$ cat src/rtl/sdp_fifo_pkg.sv
`default_nettype none
// ============================================================================
// Module      : sdp_fifo_pkg
// Description : Shared constants for the simple-dual-port-RAM FIFO
//               controller: default word width and RAM depth, and the depth
//               of the register output buffer behind the RAM read port.
// Revision    : 1.0 - initial release
// ============================================================================
package sdp_fifo_pkg;

    localparam int DEFAULT_DATA_WIDTH = 32;
    localparam int DEFAULT_MEM_DEPTH  = 1024;
    localparam int OB_DEPTH           = 2;

endpackage : sdp_fifo_pkg
`default_nettype wire

$ cat src/rtl/sdp_fifo_out_buf.sv
`default_nettype none
// ============================================================================
// Module      : sdp_fifo_out_buf
// Description : Two-entry register FIFO that holds words returned by the RAM
//               read port until the downstream stream accepts them.
// Ports       : clk, rst (sync, active-low)
//               push / push_data : write one word
//               pop              : remove the head word
//               ob_cnt           : number of words held (0..2)
//               head_valid       : buffer non-empty
//               head_data        : oldest word
// Revision    : 1.0 - initial release
// ============================================================================
module sdp_fifo_out_buf
    import sdp_fifo_pkg::*;
#(
    parameter int DATA_WIDTH = DEFAULT_DATA_WIDTH
) (
    input  logic                  clk,
    input  logic                  rst,
    input  logic                  push,
    input  logic [DATA_WIDTH-1:0] push_data,
    input  logic                  pop,
    output logic [1:0]            ob_cnt,
    output logic                  head_valid,
    output logic [DATA_WIDTH-1:0] head_data
);

    localparam logic [1:0] c_FULL = 2'(OB_DEPTH);

    logic [DATA_WIDTH-1:0] r_mem [OB_DEPTH];
    logic                  r_head;
    logic [1:0]            r_cnt;

    logic w_pop_ok;
    logic w_push_ok;
    logic w_wr_idx;

    assign w_pop_ok  = pop && (r_cnt != 2'd0);
    // A push into a full buffer is still safe when the head leaves in the
    // same cycle: the write slot then coincides with the slot being freed.
    assign w_push_ok = push && ((r_cnt != c_FULL) || w_pop_ok);
    assign w_wr_idx  = r_head ^ r_cnt[0];

    always_ff @(posedge clk) begin
        if (!rst) begin
            r_head <= 1'b0;
            r_cnt  <= 2'd0;
        end else begin
            r_head <= r_head ^ w_pop_ok;
            case ({w_push_ok, w_pop_ok})
                2'b10:   r_cnt <= r_cnt + 2'd1;
                2'b01:   r_cnt <= r_cnt - 2'd1;
                default: r_cnt <= r_cnt;
            endcase
        end
    end

    // Storage needs no reset: only slots covered by r_cnt are ever read out.
    always_ff @(posedge clk) begin
        if (w_push_ok) begin
            r_mem[w_wr_idx] <= push_data;
        end
    end

    assign ob_cnt     = r_cnt;
    assign head_valid = (r_cnt != 2'd0);
    assign head_data  = r_mem[r_head];

endmodule : sdp_fifo_out_buf
`default_nettype wire

$ cat src/rtl/sdp_ram_fifo_ctrl.sv
`default_nettype none
// ============================================================================
// Module      : sdp_ram_fifo_ctrl
// Description : Turns an external simple dual-port RAM into a valid/ready
//               FIFO. Accepted words are written sequentially through port A,
//               prefetched through port B (one-cycle read latency) and
//               presented through a two-entry output buffer.
// Ports       : clk, rst (sync, active-low)
//               s_valid/s_ready/s_data : upstream stream
//               m_valid/m_ready/m_data : downstream stream
//               level                  : words held (RAM + in flight + buffer)
//               addra/wena/dina        : RAM write port
//               addrb/renb/doutb/dvalb : RAM read port
// Revision    : 1.0 - initial release
// ============================================================================
module sdp_ram_fifo_ctrl
    import sdp_fifo_pkg::*;
#(
    parameter  int DATA_WIDTH = DEFAULT_DATA_WIDTH,
    parameter  int MEM_DEPTH  = DEFAULT_MEM_DEPTH,
    localparam int ADDR_WIDTH = $clog2(MEM_DEPTH)
) (
    input  logic                  clk,
    input  logic                  rst,
    input  logic                  s_valid,
    output logic                  s_ready,
    input  logic [DATA_WIDTH-1:0] s_data,
    output logic                  m_valid,
    input  logic                  m_ready,
    output logic [DATA_WIDTH-1:0] m_data,
    output logic [ADDR_WIDTH+1:0] level,
    output logic [ADDR_WIDTH-1:0] addra,
    output logic                  wena,
    output logic [DATA_WIDTH-1:0] dina,
    output logic [ADDR_WIDTH-1:0] addrb,
    output logic                  renb,
    input  logic [DATA_WIDTH-1:0] doutb,
    input  logic                  dvalb
);

    localparam logic [ADDR_WIDTH:0] c_MEM_FULL = (ADDR_WIDTH+1)'(MEM_DEPTH);
    localparam logic [2:0]          c_OB_SLOTS = 3'(OB_DEPTH);

    logic [ADDR_WIDTH-1:0] r_wr_ptr;
    logic [ADDR_WIDTH-1:0] r_rd_ptr;
    logic [ADDR_WIDTH:0]   r_ram_cnt;
    logic                  r_inflight;

    logic [1:0]            w_ob_cnt;
    logic                  w_ob_valid;
    logic [DATA_WIDTH-1:0] w_ob_data;
    logic                  w_wr;
    logic                  w_rd;
    logic                  w_pop;
    logic                  w_cap;
    logic [2:0]            w_credit;

    assign s_ready = rst && (r_ram_cnt != c_MEM_FULL);
    assign w_wr    = s_valid && s_ready;
    assign m_valid = rst && w_ob_valid;
    assign w_pop   = m_valid && m_ready;

    // Buffer slots that will be taken once this cycle's pop and the pending
    // read have settled. Counting the pop lets a read issue every cycle while
    // the consumer keeps up, yet a new read never lacks a slot: its data lands
    // one cycle later, by which time the claimed slot is already free.
    assign w_credit = {1'b0, w_ob_cnt} + {2'b00, r_inflight} - {2'b00, w_pop};
    assign w_rd     = rst && (r_ram_cnt != '0) && (w_credit < c_OB_SLOTS);

    // Returned data is only ours when a read is outstanding; this drops
    // any read data that belonged to a request issued before a reset.
    assign w_cap = dvalb && r_inflight;

    assign wena  = w_wr;
    assign dina  = s_data;
    assign addra = rst ? r_wr_ptr : '0;
    assign renb  = w_rd;
    assign addrb = rst ? r_rd_ptr : '0;

    assign level = rst ? ({1'b0, r_ram_cnt}
                          + {{(ADDR_WIDTH+1){1'b0}}, r_inflight}
                          + {{ADDR_WIDTH{1'b0}}, w_ob_cnt})
                       : '0;

    always_ff @(posedge clk) begin
        if (!rst) begin
            r_wr_ptr   <= '0;
            r_rd_ptr   <= '0;
            r_ram_cnt  <= '0;
            r_inflight <= 1'b0;
        end else begin
            // Pointers wrap naturally because MEM_DEPTH is a power of two.
            if (w_wr) r_wr_ptr <= r_wr_ptr + ADDR_WIDTH'(1);
            if (w_rd) r_rd_ptr <= r_rd_ptr + ADDR_WIDTH'(1);
            case ({w_wr, w_rd})
                2'b10:   r_ram_cnt <= r_ram_cnt + (ADDR_WIDTH+1)'(1);
                2'b01:   r_ram_cnt <= r_ram_cnt - (ADDR_WIDTH+1)'(1);
                default: r_ram_cnt <= r_ram_cnt;
            endcase
            r_inflight <= w_rd;
        end
    end

    sdp_fifo_out_buf #(
        .DATA_WIDTH (DATA_WIDTH)
    ) u_out_buf (
        .clk        (clk),
        .rst        (rst),
        .push       (w_cap),
        .push_data  (doutb),
        .pop        (w_pop),
        .ob_cnt     (w_ob_cnt),
        .head_valid (w_ob_valid),
        .head_data  (w_ob_data)
    );

    assign m_data = w_ob_data;

endmodule : sdp_ram_fifo_ctrl
`default_nettype wire

$ cat config.mk
export PLATFORM = sky130hd
export DESIGN_NAME = sdp_ram_fifo_ctrl
export DESIGN_NICKNAME = d
export VERILOG_FILES = /design/src/rtl/sdp_fifo_pkg.sv /design/src/rtl/sdp_fifo_out_buf.sv /design/src/rtl/sdp_ram_fifo_ctrl.sv
export SDC_FILE = /design/constraint.sdc
export NUM_CORES = 1
export LEC_CHECK = 0
export ABC_CLOCK_PERIOD_IN_PS = 4400
export BUFFER_PORTS_ARGS = -buffer_cell sky130_fd_sc_hd__buf_2
export CELL_PAD_IN_SITES_DETAIL_PLACEMENT = 2
export CELL_PAD_IN_SITES_GLOBAL_PLACEMENT = 2
export CORE_ASPECT_RATIO = 1.2
export CORE_MARGIN = 4
export CORE_UTILIZATION = 25
export DETAILED_ROUTE_END_ITERATION = 8
export PLACE_DENSITY = 0.67
export SLEW_MARGIN = 20
export SYNTH_ARGS = -nofsm -noshare
export SYNTH_HDL_FRONTEND = slang
export SYNTH_SLANG_ARGS = --single-unit
$ cat constraint.sdc
create_clock -name clk -period 4.4 [get_ports clk]
set_input_delay 0 -clock clk [delete_from_list [all_inputs] [get_ports clk]]
set_output_delay 0 -clock clk [all_outputs]
set_load 0.02 [all_outputs]
==> impl_metrics.csv <==
group,metric,value,unit
run_status,run_status,"finished clean",
yosys,yosysUniqueCellTypes,45,
floorplanning,die_w,138,um
cts,clkLatencyLatePin,0.34,ns
detailed_routing,wl_per_cell,16.8,um
global_route,groute.usage.overall,12.1,%
worst_setup_path,startpoint_type,"flip-flop",
global_route,grt_start_max_net_pins,67,
power_and_ir_drop,irDropWorstVdd,0.190,mV
timing,fin_skew,0.00627,ns
detailed_routing,routed-via-count,3610,
yosys,ys_seq_area_share,52.1,%
yosys,syn_inst,434,
detailed_routing,vias_per_cell,4.50,
floorplanning,row_count,56,
worst_hold_path,hp-class,"in2out",
yosys,netlist_area,0.00507,mm^2
timing,period_share,91.8,%
power_and_ir_drop,total_power,3250,uW
global_route,grt_pass1_wl,22000,um
cells_and_area,multiInputGateArea,0.00211,mm^2
yosys,yosys-top-cells-count,"edfxtp_1, and2_1, dfxtp_1",
yosys,yosys.area.top_type,"edfxtp_1",
placed_design,dp_hpwl,9500,um
yosys,ys_warn_count,0,
yosys,synth_edf_count,64,
placed_design,gp_congestion,0.720,
yosys,syn_area_per_cell,11.7,um^2
timing,hold_viol_final,0,
floorplanning,io_pins,169,
detailed_routing,dr.first_iter.drc_count,97,
cells_and_area,register_area,0.00264,mm^2
yosys,synth_top_area_share,37.9,%
yosys,syn_nets,521,
cts,numCtsBuffers,9,
detailed_routing,finalWirelength,13500,um
cells_and_area,diodes,0,
yosys,async_flop_share,0,%
timing,fin_tns_setup,0,ns
timing,fin_crit,4.04,ns
timing,fmax,247,MHz
timing,worst_hold_slack,0.00000776,ns
cts,cts_setup_buffers,0,
yosys,synth_most_common_cell,"edfxtp_1",
yosys,synth_top_flop_cell,"edfxtp_1",
cts,h-tree-depth,3,
worst_setup_path,cp.arrival,4.31,ns
cells_and_area,finalNetCount,624,
global_route,grt_antenna_before_repair,0,
worst_setup_path,path_max_fanout,12,
worst_setup_path,worstPathRequired,4.67,ns
timing,drv_slew,0,
timing,worst_pin_slew,0.966,ns
cts,cts.path.max_buffers,2,
timing,setup_viol,0,
timing,rsz0062_at_grt,"false",
floorplanning,core_area,0.0198,mm^2
yosys,ys_ff_latch,100,
floorplanning,start_util,25.7,%
cells_and_area,fillerInstances,2170,
cts,clkSinkCount,100,
detailed_routing,dr.pass1.iters,4,
cells_and_area,area_delta_synth_final,24.5,%
placed_design,io_buffers,104,
job,cap_violations,0,
timing,maxSlewHeadroom,35.4,%
cells_and_area,drive_gt1_share,31.0,%
floorplanning,dieArea,0.0226,mm^2
worst_setup_path,crit_type,"reg2reg",
power_and_ir_drop,p_leak,0.00250,uW
yosys,synth.area.top_cells,"edfxtp_1, dfxtp_1, mux2_2",
global_route,overflow,0,
cts,clkSlewWorstSetupHoldPaths,0.07,ns
cts,cts-root-buf,"clkbuf_16",
detailed_routing,drc,0,
detailed_routing,antenna_left,0,
power_and_ir_drop,powerDensity,515,mW/mm^2
global_route,grt_pass1_vias,4009,
floorplanning,fp.dieH,164,um
cts,cts_tree,"done",
worst_setup_path,critical_path.endpoint_type,"flip-flop",
-- state kept, by name, summed over array words and instances, names as in the netlist, named ones only --
| signal | flops |
|---|---|
| r_rd_ptr | 10 |
| r_wr_ptr | 10 |
| u_out_buf.r_mem | 64 |
| u_out_buf.r_head | 1 |
| r_inflight | 1 |
| u_out_buf.ob_cnt | 2 |
| r_ram_cnt | 11 |
-- cell type report --
cell class | count | area share, %
clock buffers | 10 | 3.63
clock inverters | 6 | 1.49
inverters | 11 | 0.654
multi-input cells | 275 | 33.4
flip-flops and latches | 100 | 41.9
well taps | 261 | 5.17
repair buffers | 140 | 13.8
-- per-stage QoR --
stage | setup slack [ns] | area [um^2] | instances | utilization (%)
after floorplan | 0.0810 | 5070 | 434 | -
after global placement | 0.359 | 5650 | 755 | 28.6
after detailed placement | 0.0564 | 5650 | 755 | 28.6
after CTS | 0.0216 | 6290 | 803 | 31.9
after global routing | 0.0127 | 6310 | 803 | 31.9
final | 0.359 | 6310 | 803 | 31.9
-- path summary, 6_finish.rpt --
check                                         start  slack, ns  depth (start not counted)            end
worst max-delay path            u_out_buf.ob_cnt[0]       0.36                         17  r_ram_cnt[10]
worst min-delay path                      s_data[5]   0.000008                          0        dina[5]
worst max register to register  u_out_buf.ob_cnt[0]       0.36                         17  r_ram_cnt[10]
worst min register to register          r_rd_ptr[6]       0.51                          1    r_rd_ptr[6]
-- power breakdown --
part / switching, uW / leakage, uW / internal, uW
Clock: 352 / 0.000154 / 504
Combinational: 664 / 0.00147 / 469
Sequential: 128 / 0.000876 / 1140
Total: 1140 / 0.00250 / 2110
-- routing by layer --
metal | wire length [um] | GRT usage, % | vias to the layer above
met1 | 5940 | 14.7 | 1789
met3 | 574 | 2.88 | 15
li1 | - | - | 1706
met2 | 6770 | 21.7 | 100
met5 | 0 | 0 | -
met4 | 196 | 3.32 | 0
-- what timing repair did --
item,4_1_cts,5_1_grt
endpoints found under the hold margin,64,0
endpoints found under the setup margin,0,2
hold buffers,32,0
gates resized for setup,0,3
-- critical path, stage by stage (launching register included) --
cell      delay [ns]
dfxtp_2         0.37
o21a_1          0.20
nand2_1         0.13
inv_1           0.06
ha_1            0.26
nand2b_1        0.16
fa_1            0.40
xnor2_1         0.16
and3_1          0.22
o21a_1          0.20
ha_4            0.24
ha_1            0.33
a21o_1          0.21
a21oi_1         0.15
o21ai_1         0.15
a221oi_2        0.28
mux2i_1         0.25
mux2i_1         0.19
-- cells by family after synthesis --
family | synth area share, %
simple gates | 15.3
flops | 52.1
buf+inv | 7.03
compound gates | 7.30
mux | 8.51
xor+xnor | 4.66
fa+ha+maj | 5.03
-- placed cells by master, fill, tap and decap left out, drive strengths merged, types with 2 or more instances in the layout --
cell type | Yosys | layout
ha | 14 | 14
and4 | 2 | 2
edfxtp | 64 | 64
nor4 | 2 | 2
buf | 37 | 108
a31oi | 4 | 4
or3 | 3 | 3
dlygate4sd3 | 0 | 32
and3 | 7 | 7
clkbuf | 11 | 10
a21oi | 7 | 7
a21o | 7 | 7
a21boi | 3 | 3
fa | 4 | 4
nor3b | 3 | 3
inv | 11 | 13
nand4 | 9 | 9
nor2b | 7 | 7
nor3 | 2 | 2
mux2i | 6 | 6
nor2 | 13 | 13
xor2 | 5 | 5
nand2 | 30 | 30
o21ai | 21 | 21
and2 | 46 | 46
xnor2 | 22 | 22
o311ai | 2 | 2
dfxtp | 36 | 36
bufinv | 0 | 2
nand2b | 2 | 2
o21a | 5 | 5
nand3 | 10 | 10
mux2 | 33 | 33
Note: power is estimated with default switching activity, not from simulation.
